===== src/rtl/light_interval_timer_if.sv =====
// ---------------------------------------------------------------------------
// light_interval_timer_if
//
// Purpose:
//   Bundles the request, programming and status signals exchanged between the
//   traffic-light controller and its interval timer.
//
// Signals:
//   start_timer     controller -> timer  one-cycle request to start an interval
//   interval        controller -> timer  00=tBASE 01=tEXT 10=tYEL 11=2*tBASE
//   Prog_Sync       controller -> timer  one-cycle parameter write strobe
//   Time_Param_Sel  controller -> timer  00=tBASE 01=tEXT 10=tYEL 11=reserved
//   Time_Value      controller -> timer  new value in seconds, 0 = default
//   expired         timer -> controller  one-cycle completion pulse
//   busy            timer -> controller  countdown in progress
//   remaining       timer -> controller  seconds left, for display
//
// Modports:
//   master  the controller side (drives requests, reads status)
//   slave   the timer side (reads requests, drives status)
// ---------------------------------------------------------------------------
interface light_interval_timer_if;

  logic       start_timer;
  logic [1:0] interval;
  logic       Prog_Sync;
  logic [1:0] Time_Param_Sel;
  logic [3:0] Time_Value;
  logic       expired;
  logic       busy;
  logic [4:0] remaining;

  modport master (
    output start_timer,
    output interval,
    output Prog_Sync,
    output Time_Param_Sel,
    output Time_Value,
    input  expired,
    input  busy,
    input  remaining
  );

  modport slave (
    input  start_timer,
    input  interval,
    input  Prog_Sync,
    input  Time_Param_Sel,
    input  Time_Value,
    output expired,
    output busy,
    output remaining
  );

endinterface


===== src/rtl/light_interval_timer.sv =====
// ---------------------------------------------------------------------------
// light_interval_timer
//
// Purpose:
//   Timing responder for the traffic-light controller. On a start request it
//   loads one of four durations (tBASE, tEXT, tYEL or 2*tBASE seconds), counts
//   it down in whole seconds derived from a clock prescaler, and returns a
//   single-cycle expired pulse when the count reaches zero. The three time
//   parameters are programmable through a synchronized write strobe and fall
//   back to their defaults on reset or when programmed with zero.
//
// Parameters:
//   TICKS_PER_SEC  clk cycles per one-second tick
//   DEF_BASE       default tBASE in seconds (1..15)
//   DEF_EXT        default tEXT in seconds (1..15)
//   DEF_YEL        default tYEL in seconds (1..15)
//
// Ports:
//   clk            system clock
//   Reset_Sync_n   synchronous active-low reset
//   tmr            light_interval_timer_if.slave: start/interval requests,
//                  parameter programming, expired/busy/remaining status
// ---------------------------------------------------------------------------
module light_interval_timer #(
  parameter int unsigned TICKS_PER_SEC = 100000000,
  parameter int unsigned DEF_BASE      = 6,
  parameter int unsigned DEF_EXT       = 3,
  parameter int unsigned DEF_YEL       = 2
) (
  input  logic                   clk,
  input  logic                   Reset_Sync_n,
  light_interval_timer_if.slave  tmr
);

  localparam int unsigned PW = (TICKS_PER_SEC > 1) ? $clog2(TICKS_PER_SEC) : 1;

  localparam logic [PW-1:0] TICK_LAST  = PW'(TICKS_PER_SEC - 1);
  localparam logic [3:0]    BASE_RESET = 4'(DEF_BASE);
  localparam logic [3:0]    EXT_RESET  = 4'(DEF_EXT);
  localparam logic [3:0]    YEL_RESET  = 4'(DEF_YEL);

  typedef enum logic {
    IDLE,
    COUNT
  } state_t;

  state_t        state_q,     state_d;
  logic [PW-1:0] prescaler_q, prescaler_d;
  logic [4:0]    remaining_q, remaining_d;
  logic          expired_q,   expired_d;
  logic [3:0]    tBase_q,     tBase_d;
  logic [3:0]    tExt_q,      tExt_d;
  logic [3:0]    tYel_q,      tYel_d;

  logic [4:0]    duration;
  logic          secondTick;

  // Decode the requested interval into seconds from the current (pre-write)
  // parameter registers, so a write in the same cycle as a start only
  // affects later starts. 2*tBASE is tBASE shifted left, at most 30.
  always_comb begin
    duration = {1'b0, tBase_q};
    unique case (tmr.interval)
      2'b00:   duration = {1'b0, tBase_q};
      2'b01:   duration = {1'b0, tExt_q};
      2'b10:   duration = {1'b0, tYel_q};
      default: duration = {tBase_q, 1'b0};
    endcase
  end

  // A one-second tick occurs on the cycle the prescaler sits at its last
  // value; the prescaler then wraps to zero.
  always_comb begin
    secondTick = (prescaler_q == TICK_LAST);
  end

  // Parameter programming. A write of zero restores that register's default,
  // which keeps every register non-zero and every duration at least 1 s.
  // The reserved selector leaves all registers untouched.
  always_comb begin
    tBase_d = tBase_q;
    tExt_d  = tExt_q;
    tYel_d  = tYel_q;
    if (tmr.Prog_Sync) begin
      unique case (tmr.Time_Param_Sel)
        2'b00:   tBase_d = (tmr.Time_Value == 4'd0) ? BASE_RESET : tmr.Time_Value;
        2'b01:   tExt_d  = (tmr.Time_Value == 4'd0) ? EXT_RESET  : tmr.Time_Value;
        2'b10:   tYel_d  = (tmr.Time_Value == 4'd0) ? YEL_RESET  : tmr.Time_Value;
        default: begin
        end
      endcase
    end
  end

  // Countdown FSM next-state logic. A start request wins in either state and
  // discards any running count, so a restarted interval never expires and a
  // start issued while expired is high simply begins a fresh full second.
  // Expired defaults low so it can only ever be a single-cycle pulse.
  always_comb begin
    state_d     = state_q;
    prescaler_d = prescaler_q;
    remaining_d = remaining_q;
    expired_d   = 1'b0;

    if (tmr.start_timer) begin
      state_d     = COUNT;
      prescaler_d = '0;
      remaining_d = duration;
    end else begin
      unique case (state_q)
        COUNT: begin
          if (secondTick) begin
            prescaler_d = '0;
            if (remaining_q <= 5'd1) begin
              remaining_d = 5'd0;
              state_d     = IDLE;
              expired_d   = 1'b1;
            end else begin
              remaining_d = remaining_q - 5'd1;
            end
          end else begin
            prescaler_d = prescaler_q + PW'(1);
          end
        end
        default: begin
          prescaler_d = '0;
          remaining_d = 5'd0;
        end
      endcase
    end
  end

  // State and parameter registers. Reset aborts any countdown without a
  // completion pulse and restores the default time parameters.
  always_ff @(posedge clk) begin
    if (!Reset_Sync_n) begin
      state_q     <= IDLE;
      prescaler_q <= '0;
      remaining_q <= 5'd0;
      expired_q   <= 1'b0;
      tBase_q     <= BASE_RESET;
      tExt_q      <= EXT_RESET;
      tYel_q      <= YEL_RESET;
    end else begin
      state_q     <= state_d;
      prescaler_q <= prescaler_d;
      remaining_q <= remaining_d;
      expired_q   <= expired_d;
      tBase_q     <= tBase_d;
      tExt_q      <= tExt_d;
      tYel_q      <= tYel_d;
    end
  end

  // Status outputs come straight from registers so the controller sees clean,
  // glitch-free signals.
  always_comb begin
    tmr.expired   = expired_q;
    tmr.busy      = (state_q == COUNT);
    tmr.remaining = remaining_q;
  end

endmodule


===== src/flat_wrapper.sv =====
// flat-port wrapper written by rule: the top's interface ports become plain ports
module light_interval_timer_flat 
#(
  parameter int unsigned TICKS_PER_SEC = 100000000,
  parameter int unsigned DEF_BASE      = 6,
  parameter int unsigned DEF_EXT       = 3,
  parameter int unsigned DEF_YEL       = 2
)
  (clk, Reset_Sync_n, tmr_start_timer, tmr_interval, tmr_Prog_Sync, tmr_Time_Param_Sel, tmr_Time_Value, tmr_expired, tmr_busy, tmr_remaining);
  light_interval_timer_if tmr_i ();
  input  logic clk;
  input  logic Reset_Sync_n;
  input wire logic [$bits(tmr_i.start_timer)-1:0] tmr_start_timer;
  input wire logic [$bits(tmr_i.interval)-1:0] tmr_interval;
  input wire logic [$bits(tmr_i.Prog_Sync)-1:0] tmr_Prog_Sync;
  input wire logic [$bits(tmr_i.Time_Param_Sel)-1:0] tmr_Time_Param_Sel;
  input wire logic [$bits(tmr_i.Time_Value)-1:0] tmr_Time_Value;
  output wire logic [$bits(tmr_i.expired)-1:0] tmr_expired;
  output wire logic [$bits(tmr_i.busy)-1:0] tmr_busy;
  output wire logic [$bits(tmr_i.remaining)-1:0] tmr_remaining;
  assign tmr_i.start_timer = tmr_start_timer;
  assign tmr_i.interval = tmr_interval;
  assign tmr_i.Prog_Sync = tmr_Prog_Sync;
  assign tmr_i.Time_Param_Sel = tmr_Time_Param_Sel;
  assign tmr_i.Time_Value = tmr_Time_Value;
  assign tmr_expired = tmr_i.expired;
  assign tmr_busy = tmr_i.busy;
  assign tmr_remaining = tmr_i.remaining;
  light_interval_timer #(.TICKS_PER_SEC(TICKS_PER_SEC), .DEF_BASE(DEF_BASE), .DEF_EXT(DEF_EXT), .DEF_YEL(DEF_YEL)) u_core (.clk(clk), .Reset_Sync_n(Reset_Sync_n), .tmr(tmr_i));
endmodule

===== config.mk =====
export PLATFORM = sky130hd
export DESIGN_NAME = light_interval_timer_flat
export DESIGN_NICKNAME = d
export VERILOG_FILES = /design/src/rtl/light_interval_timer_if.sv /design/src/rtl/light_interval_timer.sv /design/src/flat_wrapper.sv
export SDC_FILE = /design/constraint.sdc
export NUM_CORES = 1
export LEC_CHECK = 0
export ABC_CLOCK_PERIOD_IN_PS = 1700
export CORE_MARGIN = 1.5
export CORE_UTILIZATION = 33
export DETAILED_ROUTE_END_ITERATION = 16
export SLEW_MARGIN = 10
export SYNTH_ARGS = -nofsm -noshare
export SYNTH_HDL_FRONTEND = slang
export SYNTH_SLANG_ARGS = --single-unit

===== constraint.sdc =====
create_clock -name clk -period 1.7 [get_ports clk]
set_input_delay 0.255 -clock clk [delete_from_list [all_inputs] [get_ports clk]]
set_output_delay 0.255 -clock clk [all_outputs]
set_load 0.005 [all_outputs]

Word level (Yosys, flattened, before mapping)
Cells that the tools add are included.
{"block": "op_classes", "muxes": 13, "n_eq_ne": 6, "n_bitwise": 3, "n_reduce_logical": 8, "n_addsub": 2, "magnitude_cmp": 1}
{"cell": "adder 27 x 1 -> 27 bit, second input constant", "count": 1}
{"cell": "== test 27 bit, second input constant", "count": 1}
{"cell": "2-to-1 mux 5 bit", "count": 4}
{"cell": "one-hot mux 5 bit (3 select lines)", "count": 1}
{"cell": "2-to-1 mux 4 bit", "count": 3}
{"cell": "OR reduction 4 bit", "count": 2}
{"cell": "AND reduction 2 bit", "count": 3}
{"cell": "less-or-equal comparator 5 x 1 -> 1 bit, second input constant", "count": 1}
{"cell": "2-to-1 mux 1 bit", "count": 5}
{"cell": "subtractor 5 x 1 -> 5 bit, second input constant", "count": 1}
{"cell": "== test 2 x 1 -> 1 bit, second input constant", "count": 2}
{"cell": "== test 2 bit, second input constant", "count": 2}
{"cell": "logical NOT 2 bit", "count": 2}
{"cell": "logical NOT 4 bit", "count": 1}
{"cell": "!= test 3 bit, second input constant", "count": 1}
{"cell": "NOT 1 bit", "count": 3}
{"block": "totals", "wordCells": 40, "register_bits": 46}

Longest topological paths before layout
{"block": "logic_depth", "ltp_word": 5, "depth_mapped": 7, "depth_no_buf": 6}

Worst setup path after synthesis
OpenSTA, ideal clock, no wires.
{"block": "synth_timing", "path_kind": "register -> register", "startpoint": "register u_core.prescaler_q[0]", "endpoint": "register u_core.remaining_q[2] (netlist: u_core.tmr.remaining[2])", "slack_ps": 8, "period_less_slack_ps": 1692, "stages_incl_launch_ff": 7, "required_ps": 1584, "arrival_ps": 1576, "setup_time_ps": 116, "cell_sequence": "dfxtp_1 -> ha_1 -> and4_1 -> buf_4 -> nand4_1 -> o31a_1 -> a31o_2"}
{"block": "synth_via", "elab_chain_cells": 2}
{"item": "start: declaration", "line_no": "light_interval_timer.sv:48", "source": "logic [PW-1:0] prescaler_q, prescaler_d;"}
{"item": "start signal: assignment", "line_no": "light_interval_timer.sv:146", "source": "prescaler_q <= prescaler_d;"}
{"item": "== test 27 bit", "line_no": "light_interval_timer.sv:74", "source": "secondTick = (prescaler_q == TICK_LAST);"}
{"item": "!= test 3 bit (no line)"}
{"item": "end signal: assignment", "line_no": "light_interval_timer.sv:147", "source": "remaining_q <= remaining_d;"}
{"item": "end: declaration", "line_no": "light_interval_timer.sv:49", "source": "logic [4:0] remaining_q, remaining_d;"}
Every way passes these cells.
A chain may end at the register's enable or synchronous reset.

Worst setup path after layout
{"block": "layout_timing", "startpoint": "register u_core.prescaler_q[9]", "endpoint": "register u_core.prescaler_q[3]"}
{"block": "layout_via", "elab_chain_cells": 2}
{"item": "== test 27 bit", "line_no": "light_interval_timer.sv:74"}
{"item": "OR reduction 4 bit (no line)"}
Every way passes these cells.

==> metrics <==
DRT antenna net count 0; area of all sequential standard cells 931 sq um; CTS Buf Count 5; pre-CTS WS -103 ps; Max Fanout on Critical Path 6; number of synthesized flops with an enable pin 0; Iteration-0 DRC Markers 147; Peak VDD IR 0.000453 V; crit path kind reg -> reg; Worst Path Arrival 1850 ps; max_slew headroom between 70% and 80%; P_leak between 1 and 1.5 nW; H-tree Lvls 2; Die X roughly 88 um; core footprint 6910 sq um; Initial Util 34.5%; initial antenna violation count 0; largest net degree at the start of global routing 15; asr flop ratio synth 0%; Mapped Area 2380 sq um; port bufs 18; post-DP HPWL around 4500 um; total iterations of the first detailed-routing run 4; via count approximately 2300; setup repair after global routing missed its margin true; leading area contributor after synthesis dfxtp_1; drt total wl 6080 um; power per cell area 675 nW/um^2; Synth cell types 49; worst slew pin tran 360 ps; DP Area 2990 sq um; Avg Vias per Cell roughly 5.3; share of the synthesized area in the top cell type 38.6%; vias in the first global route 2095; Overflow after GRT 0; Worst Clk Skew 16.9 ps; syn avg cell area 8.83 sq um; Ports 19; clock sink count between 40 and 50; CP Data Required Time 1900 ps; syn_nets ~290; Slowest Stage Delay on Critical Path approximately 370 ps; final setup margin 42.3 ps; top-count cell post-synth dfxtp_1; Clock Tree Buf Depth 2; ranking of synthesized cells by area dfxtp_1, mux2i_1, xor2_1; #FFs+latches synth 46; reg2reg start u_core.prescaler_q[9]$_SDFF_PP0_; Die Y-Extent 88.0 um; # rows 30; critical path cell sequence nor4_4 -> buf_4 -> nand4_1 -> buf_4 -> o31ai_4 -> buf_4 -> nor2_1; Multi-input gate area 1450 sq um; Final period util 97.5%; detailed-route DRC error count 0; overall power 0.00218 W; Clock transition at path regs ~90 ps; worst reg2reg path depth 7; Tightest Hold Check Type reg -> reg; setup_tns 0 ps; n_diodes 0; Placer Congestion around 0.85; status finished clean; # Max-Cap Violations 0; Hold Slack 498 ps; Root Driver clkbuf_8; Nets 350; Worst Setup SP u_core.prescaler_q[9]$_SDFF_PP0_; Critical-path top delay cell dfxtp_4; Layout area overhead 35.4%; worst-skew pair later-pin latency 310 ps; final setup vio count 0; All-Layer GR Usage 16.6%; routed length per instance 14.1 um; layout cell share with drive strength beyond 1 a little over a quarter; wire length of the first global-routing pass ~10000 um; Mapped Cells 270; register area share after synthesis 38.6%; minimum clock period ~1700 ps; crit path launch type flip-flop; dominant synthesized flop cell dfxtp_1; Worst setup EP type flip-flop; hold path cells 2; YS warnings 0; CTS tree done; Max Slew Vio Count 0; list of most frequent post-synthesis cells dfxtp_1, nor2_1, nand2_1, a21oi_1, mux2i_1; Die Area 7740 sq um; fillcell total 680; final non-filler cell area roughly 3200 sq um; achievable frequency approximately 600 MHz; Hold Crit Start u_core.tBase_q[0]$_SDFFE_PN0P_; most used cell, CP buf_4; Final Hold Fails 0
[worst max-delay path: cells and delay by family, from the launching register on]
kind            cells  cell delay (ps)
flops               1              370
compound gates      1              240
buf+inv             3              530
simple gates        3              420
[report_power, final]
part,internal [W],switching [W],total [W]
Sequential,0.00110,0.0000198,0.00112
Combinational,0.000117,0.000108,0.000226
Clock,0.000439,0.000398,0.000837
[cells in the final DEF, fill, tap and decap left out, types with 6 or more instances in the layout]
master,count
nand4_1,11
a21oi_1,11
nor2_1,23
o31ai_1,6
nand3_1,12
nand2_1,20
inv_1,6
nor3_1,7
or4_1,6
clkdlybuf4s50_1,18
buf_4,51
mux2i_1,13
xor2_1,12
dfxtp_1,40
o21ai_0,9
[routing by layer]
metal	global-route usage, %	share of wire (%)
met4	3.61	0.63
met2	25.5	46
met5	0	0
met1	23.6	49
met3	4.05	4.9
[timing repair]
item                       in CTS  in global routing
pin swaps                       3                  8
setup buffers                   1                  1
hold buffers                    0                  0
setup endpoints to repair      29                 23
gates resized for setup         4                 29
cloned                          0                  0
[area by class of cell]
class	count	share of cell area [%]
Tap cell	96	3.72
Clock inverter	2	1.16
Clock buffer	6	2.25
Inverter	6	0.698
Timing Repair Buffer	72	18.5
Sequential cell	46	28.8
Multi-Input combinational cell	204	44.8
[logic make-up (layout without fill, tap and decap cells)]
kind of cell	Yosys count	count (layout)	share of synthesized area (%)
buffers and inverters	20	86	4.57
flip-flops	46	46	38.6
adder cells (fa/ha/maj)	3	3	1.57
AO/OA/AOI/OAI	52	52	14.6
AND/OR/NAND/NOR	122	122	29.4
XOR/XNOR	13	13	4.78
multiplexers	14	14	6.40
[per-stage QoR]
stage / util (%) / std cells
floorplan: - / 270
global placement: 43.3 / 422
detailed placement: 43.3 / 422
CTS: 45.2 / 431
global route: 46.7 / 432
finish: 46.7 / 432
[state kept, by name, summed over array words and instances (netlist names)]
signal / count
u_core.tmr.remaining: 5
u_core.tYel_q: 4
u_core.tmr.busy: 1
u_core.tmr.expired: 1
u_core.prescaler_q: 27
u_core.tExt_q: 4
u_core.tBase_q: 4
[final timing paths]
check	slack, ps	end
worst max-delay path	40	u_core.prescaler_q[3]$_SDFF_PP0_
worst min-delay path	500	u_core.tBase_q[0]$_SDFFE_PN0P_
worst min register to register	500	u_core.tBase_q[0]$_SDFFE_PN0P_
worst max register to register	40	u_core.prescaler_q[3]$_SDFF_PP0_
Power figures use the tool's default switching activity.
